--- src/rtl/cdb_arbiter.sv ---
// cdb_arbiter
// Collects results from three producers (0 = add, 1 = mul, 2 = lw) into one
// small FIFO per producer and broadcasts at most one entry per cycle on the
// common data bus. Queues are served round-robin, starting after the last
// port that was granted.
//
// Ports
//   clk, rst_n              single clock, asynchronous active-low reset
//   pN_valid/tag/data       producer N offers {tag,data} this cycle
//   pN_ready                queue N has room (from registered count only)
//   cdb_valid/tag/data      registered broadcast, one-cycle pulse per entry
//   drop_err                sticky: an offer arrived while its queue was full
module cdb_arbiter #(
  parameter int WORD_SIZE = 32,
  parameter int UNIT_SIZE = 8,
  parameter int DEPTH     = 4
) (
  input  logic                 clk,
  input  logic                 rst_n,
  input  logic                 p0_valid,
  input  logic [UNIT_SIZE-1:0] p0_tag,
  input  logic [WORD_SIZE-1:0] p0_data,
  output logic                 p0_ready,
  input  logic                 p1_valid,
  input  logic [UNIT_SIZE-1:0] p1_tag,
  input  logic [WORD_SIZE-1:0] p1_data,
  output logic                 p1_ready,
  input  logic                 p2_valid,
  input  logic [UNIT_SIZE-1:0] p2_tag,
  input  logic [WORD_SIZE-1:0] p2_data,
  output logic                 p2_ready,
  output logic                 cdb_valid,
  output logic [UNIT_SIZE-1:0] cdb_tag,
  output logic [WORD_SIZE-1:0] cdb_data,
  output logic                 drop_err
);

  localparam int PW = $clog2(DEPTH);
  localparam int CW = PW + 1;
  localparam int EW = UNIT_SIZE + WORD_SIZE;
  localparam logic [CW-1:0] CNT_ONE  = CW'(1);
  localparam logic [CW-1:0] CNT_FULL = CW'(DEPTH);
  localparam logic [PW-1:0] PTR_ONE  = PW'(1);

  logic [2:0]    valid_in;
  logic [2:0]    ready;
  logic [2:0]    nonempty;
  logic [2:0]    grant_oh;
  logic          grant_valid;
  logic [1:0]    grant_idx;
  logic [1:0]    last_grant;
  logic [1:0]    c0, c1, c2;
  logic [EW-1:0] entry_in [3];
  logic [EW-1:0] head     [3];
  logic [EW-1:0] head_sel;

  assign valid_in    = {p2_valid, p1_valid, p0_valid};
  assign entry_in[0] = {p0_tag, p0_data};
  assign entry_in[1] = {p1_tag, p1_data};
  assign entry_in[2] = {p2_tag, p2_data};
  assign p0_ready    = ready[0];
  assign p1_ready    = ready[1];
  assign p2_ready    = ready[2];

  for (genvar g = 0; g < 3; g++) begin : g_fifo
    logic [EW-1:0] mem [DEPTH];
    logic [PW-1:0] rd_ptr;
    logic [PW-1:0] wr_ptr;
    logic [CW-1:0] count;
    logic          push;
    logic          pop;

    assign ready[g]    = (count < CNT_FULL);
    assign nonempty[g] = (count != '0);
    assign head[g]     = mem[rd_ptr];
    assign push        = valid_in[g] & ready[g];
    assign pop         = grant_oh[g];

    // Storage has no reset; only the pointers and count define contents.
    always_ff @(posedge clk) begin
      if (push) mem[wr_ptr] <= entry_in[g];
    end

    // DEPTH is a power of two, so the pointers wrap on natural overflow.
    always_ff @(posedge clk or negedge rst_n) begin
      if (!rst_n) begin
        rd_ptr <= '0;
        wr_ptr <= '0;
        count  <= '0;
      end else begin
        if (push) wr_ptr <= wr_ptr + PTR_ONE;
        if (pop)  rd_ptr <= rd_ptr + PTR_ONE;
        case ({push, pop})
          2'b10:   count <= count + CNT_ONE;
          2'b01:   count <= count - CNT_ONE;
          default: count <= count;
        endcase
      end
    end
  end

  function automatic logic [1:0] next_port(input logic [1:0] p);
    case (p)
      2'd0:    return 2'd1;
      2'd1:    return 2'd2;
      default: return 2'd0;
    endcase
  endfunction

  // Round-robin search order: the port after last_grant first, last_grant last.
  always_comb begin
    c0          = next_port(last_grant);
    c1          = next_port(c0);
    c2          = next_port(c1);
    grant_valid = 1'b0;
    grant_idx   = c0;
    if (nonempty[c0]) begin
      grant_valid = 1'b1;
      grant_idx   = c0;
    end else if (nonempty[c1]) begin
      grant_valid = 1'b1;
      grant_idx   = c1;
    end else if (nonempty[c2]) begin
      grant_valid = 1'b1;
      grant_idx   = c2;
    end
    grant_oh = grant_valid ? (3'b001 << grant_idx) : 3'b000;
  end

  always_comb begin
    case (grant_idx)
      2'd0:    head_sel = head[0];
      2'd1:    head_sel = head[1];
      default: head_sel = head[2];
    endcase
  end

  // Reset value of last_grant makes port 0 the first to be searched.
  always_ff @(posedge clk or negedge rst_n) begin
    if (!rst_n) begin
      cdb_valid  <= 1'b0;
      cdb_tag    <= '0;
      cdb_data   <= '0;
      drop_err   <= 1'b0;
      last_grant <= 2'd2;
    end else begin
      cdb_valid <= grant_valid;
      if (grant_valid) begin
        {cdb_tag, cdb_data} <= head_sel;
        last_grant          <= grant_idx;
      end
      if (|(valid_in & ~ready)) drop_err <= 1'b1;
    end
  end

endmodule
--- config.mk ---
export PLATFORM = sky130hd
export DESIGN_NAME = cdb_arbiter
export DESIGN_NICKNAME = d
export VERILOG_FILES = /design/src/rtl/cdb_arbiter.sv
export SDC_FILE = /design/constraint.sdc
export NUM_CORES = 1
export LEC_CHECK = 0
export CAP_MARGIN = 20
export CORE_ASPECT_RATIO = 0.8
export CORE_MARGIN = 4
export CORE_UTILIZATION = 42
export DETAILED_ROUTE_END_ITERATION = 8
export GPL_ROUTABILITY_DRIVEN = 0
export PLACE_DENSITY = 0.66
export REMOVE_ABC_BUFFERS = 1
export SLEW_MARGIN = 20
export SYNTH_ARGS = -nofsm -noshare
export SYNTH_HDL_FRONTEND = slang
export SYNTH_SLANG_ARGS = --single-unit
--- constraint.sdc ---
create_clock -name clk -period 7.2 [get_ports clk]
set_input_delay 1.44 -clock clk [delete_from_list [all_inputs] [get_ports clk]]
set_output_delay 1.44 -clock clk [all_outputs]
set_load 0.01 [all_outputs]
==> run summary <==
Hold Crit Class -> register to register
Reg2reg end -> g_fifo[2].count[2]$_DFFE_PN0P_
Vias in the first global route -> 10900
Post-synth top flop -> edfxtp_1
WL/cell -> 23.6 um
Row cnt -> 73
Clk_lat worst skew -> 0.57 ns
Cell with the most instances after synthesis -> edfxtp_1
Reg2Reg Setup Slack -> 3.93 ns
Top cell type's share of synthesized area -> 0.683
1st-pass router iterations -> 5
# resized after CTS -> 0
Final Slew Violations -> 0
Initial antenna violation count -> 0
First-pass GRT wire length -> 70.0 mm
Worst EP required -> 7.70 ns
Synth Area in Compound Gates -> 0.0355
H-tree depth -> 2
Synth Area in Simple Gates -> 0.0388
Worst setup path startpoint -> g_fifo[1].count[2]$_DFFE_PN0P_
F_max -> 305 MHz
Routed WL -> 46.5 mm
Largest family of logic cells by synthesized area -> multiplexers
Hold Path Stages -> 2
Starting Density -> 0.425
Setup tns final -> 0 ns
Max-cap viol count -> 0
Relative slew slack -> 0.275
Vias per std cell -> 5.29
PwrDens -> 410 nW/um^2
Worst flop-to-flop path startpoint -> g_fifo[1].count[2]$_DFFE_PN0P_
Pin count of the biggest net entering global routing -> 66
Area contributors post-synth -> edfxtp_1 (68%), mux4_2 (13%), dfrtp_1 (7.6%)
HPWL Detailed -> 29.8 mm
Max IR drop VDD -> 183 uV
Share of layout cells above drive strength 1 -> 0.189
TritonCTS clock tree -> done
Avg Inst Size Synth -> 19.6 sq um
Post-synthesis mux area share -> 0.129
Synth Instances -> 1077
TritonCTS Buffers -> 50
Hold Crit Endpoint -> drop_err$_DFFE_PN0P_
Worst Path Max Fanout -> 45
Clk buf depth -> 3
WS Path Type -> register to register
Clock Skews -> 0.0212 ns
Status -> complete, no violations
Slew @ Worst Pin -> 1.09 ns
Port Buffer Count -> 169
Antenna-violating nets left -> 0
Post-synth ARST share -> 0.119
CP Launch Type -> register
Synthesis Warnings -> 0
Post-synth cell types -> 42
Final hold vios -> 0
CP arrival -> 3.77 ns
Die ar. -> 53900 sq um
Hold Crit Start -> drop_err$_DFFE_PN0P_
Root buffer cell -> clkbuf_16
Detailed-route DRC error count -> 0
Layout Utilization -> 0.509
Hold buffer count at CTS -> 0
Fillers -> 3993
Sink Count -> 545
Crit. End Element -> register
Min cycle time layout -> 3.27 ns
Static Leak -> 8.40 nW
Core ar. -> 49700 sq um
Clock transition at the registers of the reported paths -> 0.07 ns
Nets -> 1394
Count of final setup violators -> 0
Synth Area in XOR/XNOR -> 0.00747
Unrepaired setup endpoints after global routing -> false
Congestion Overflow GR -> 0
Via count -> 10400
Top post-synthesis cells by count -> edfxtp_1 (480), mux4_2 (120), nand2_1 (86), nor2_1 (76), dfrtp_1 (64)
Initial DRC count -> 867
Post-synth EDFFs -> 480
Number of diodes -> 0
Die Wd -> 259 um
R2R cell count -> 11
Area Overhead vs Synth -> 19.8%
Post-CTS Setup Bufs -> 0
Register Area -> 16000 sq um
#FFs+latches synth -> 545
Mapped cell area -> 21100 sq um
Final period utilization -> 0.455
Die extent in y -> 208 um
IO Count -> 170
Area leader, netlist -> edfxtp_1
GRT Overall Usage -> 0.173
Post-synthesis adder-cell area fraction -> 0.0117
Register area share after synthesis -> 0.760
Multi-input logic area -> 4740 sq um
[metrics by stage]
stage	total power [mW]	area [sq um]	hold slack [ns]	setup WS (ns)	instances
floorplan	6.45	20800	0.503	3.69	1020
global placement	7.61	23500	0.460	3.33	1871
detailed placement	7.71	23500	0.480	3.31	1872
CTS	10.5	25200	0.496	3.87	1966
global route	10.9	25300	0.520	3.71	1968
finish	10.3	25300	0.484	3.93	1968
[power breakdown]
group | total [mW] | internal, mW | switching, mW | leakage (nW)
Clock | 2.75 | 1.62 | 1.14 | 0.857
Sequential | 4.49 | 4.06 | 0.426 | 5.12
Combinational | 3.10 | 1.50 | 1.60 | 2.42
[cell families (layout without fill, tap and decap cells)]
family                     count (synthesis)  in the layout
DFF                                      545            545
AOI/OAI and AO/OA                        102            102
muxes                                    122            122
xor gates and xnor gates                  18             18
and+or+nand+nor                          192            192
adders and majority gates                 18             18
buffers and inverters                     80            296
[sequential cells by signal, indices dropped and copies added (netlist names)]
name           flops
cdb_data          32
cdb_tag            8
cdb_valid          1
drop_err           1
g_fifo.count       9
g_fifo.mem       480
g_fifo.rd_ptr      6
g_fifo.wr_ptr      6
last_grant         2
[cell usage in the layout, fill, tap and decap left out, types with 6 or more instances in the layout]
cell and instances:
a2bb2oi_1 36, a31oi_1 36, and2_4 9, buf_4 8, bufinv_16 6, clkbuf_1 7
clkbuf_16 51, clkbuf_8 10, clkdlybuf4s50_1 168, clkinv_1 7, clkinv_2 10, dfrtp_1 58
dfrtp_2 6, edfxtp_1 480, ha_1 15, inv_1 22, mux4_2 120, nand2_1 86
nor2_1 76, o21ai_0 9, xnor2_1 12, xor2_1 6
[worst max-delay path, stage by stage, from the launching register on]
cell and delay [ns]:
dfrtp_1 0.47, nor3_4 0.07, buf_4 0.31, and3_1 0.34, inv_2 0.70, and2_1 0.29, ha_1 0.20, inv_1 0.06
fa_1 0.37, xor2_1 0.15, nor2_1 0.11, xnor2_1 0.12
[routing by layer]
layer | up-vias | track usage | routed length (um)
met5 | - | 0 | 0
met4 | 0 | 0.0363 | 699
met3 | 46 | 0.0360 | 3280
met2 | 355 | 0.283 | 23200
met1 | 5387 | 0.243 | 19300
li1 | 4623 | - | -
[area by class of cell]
type	count	share of cell area
well taps	675	0.0334
inverters	23	0.00342
repair buffers	179	0.0716
clock buffers	68	0.0570
clock inverters	26	0.0117
multi-input cells	452	0.188
flip-flops and latches	545	0.635
[how the worst max path moves through the flow]
stage,endpoint,slack (ns)
CTS,g_fifo[1].mem[0][36]$_DFFE_PP_,3.87
finish,g_fifo[2].count[2]$_DFFE_PN0P_,3.93
floorplan,g_fifo[2].count[2]$_DFFE_PN0P_,3.69
global route,g_fifo[2].count[2]$_DFFE_PN0P_,3.71
detailed placement,g_fifo[1].mem[0][23]$_DFFE_PP_,3.31
global placement,g_fifo[1].mem[1][24]$_DFFE_PP_,3.33
No activity file was read; power rests on OpenSTA's default activity.
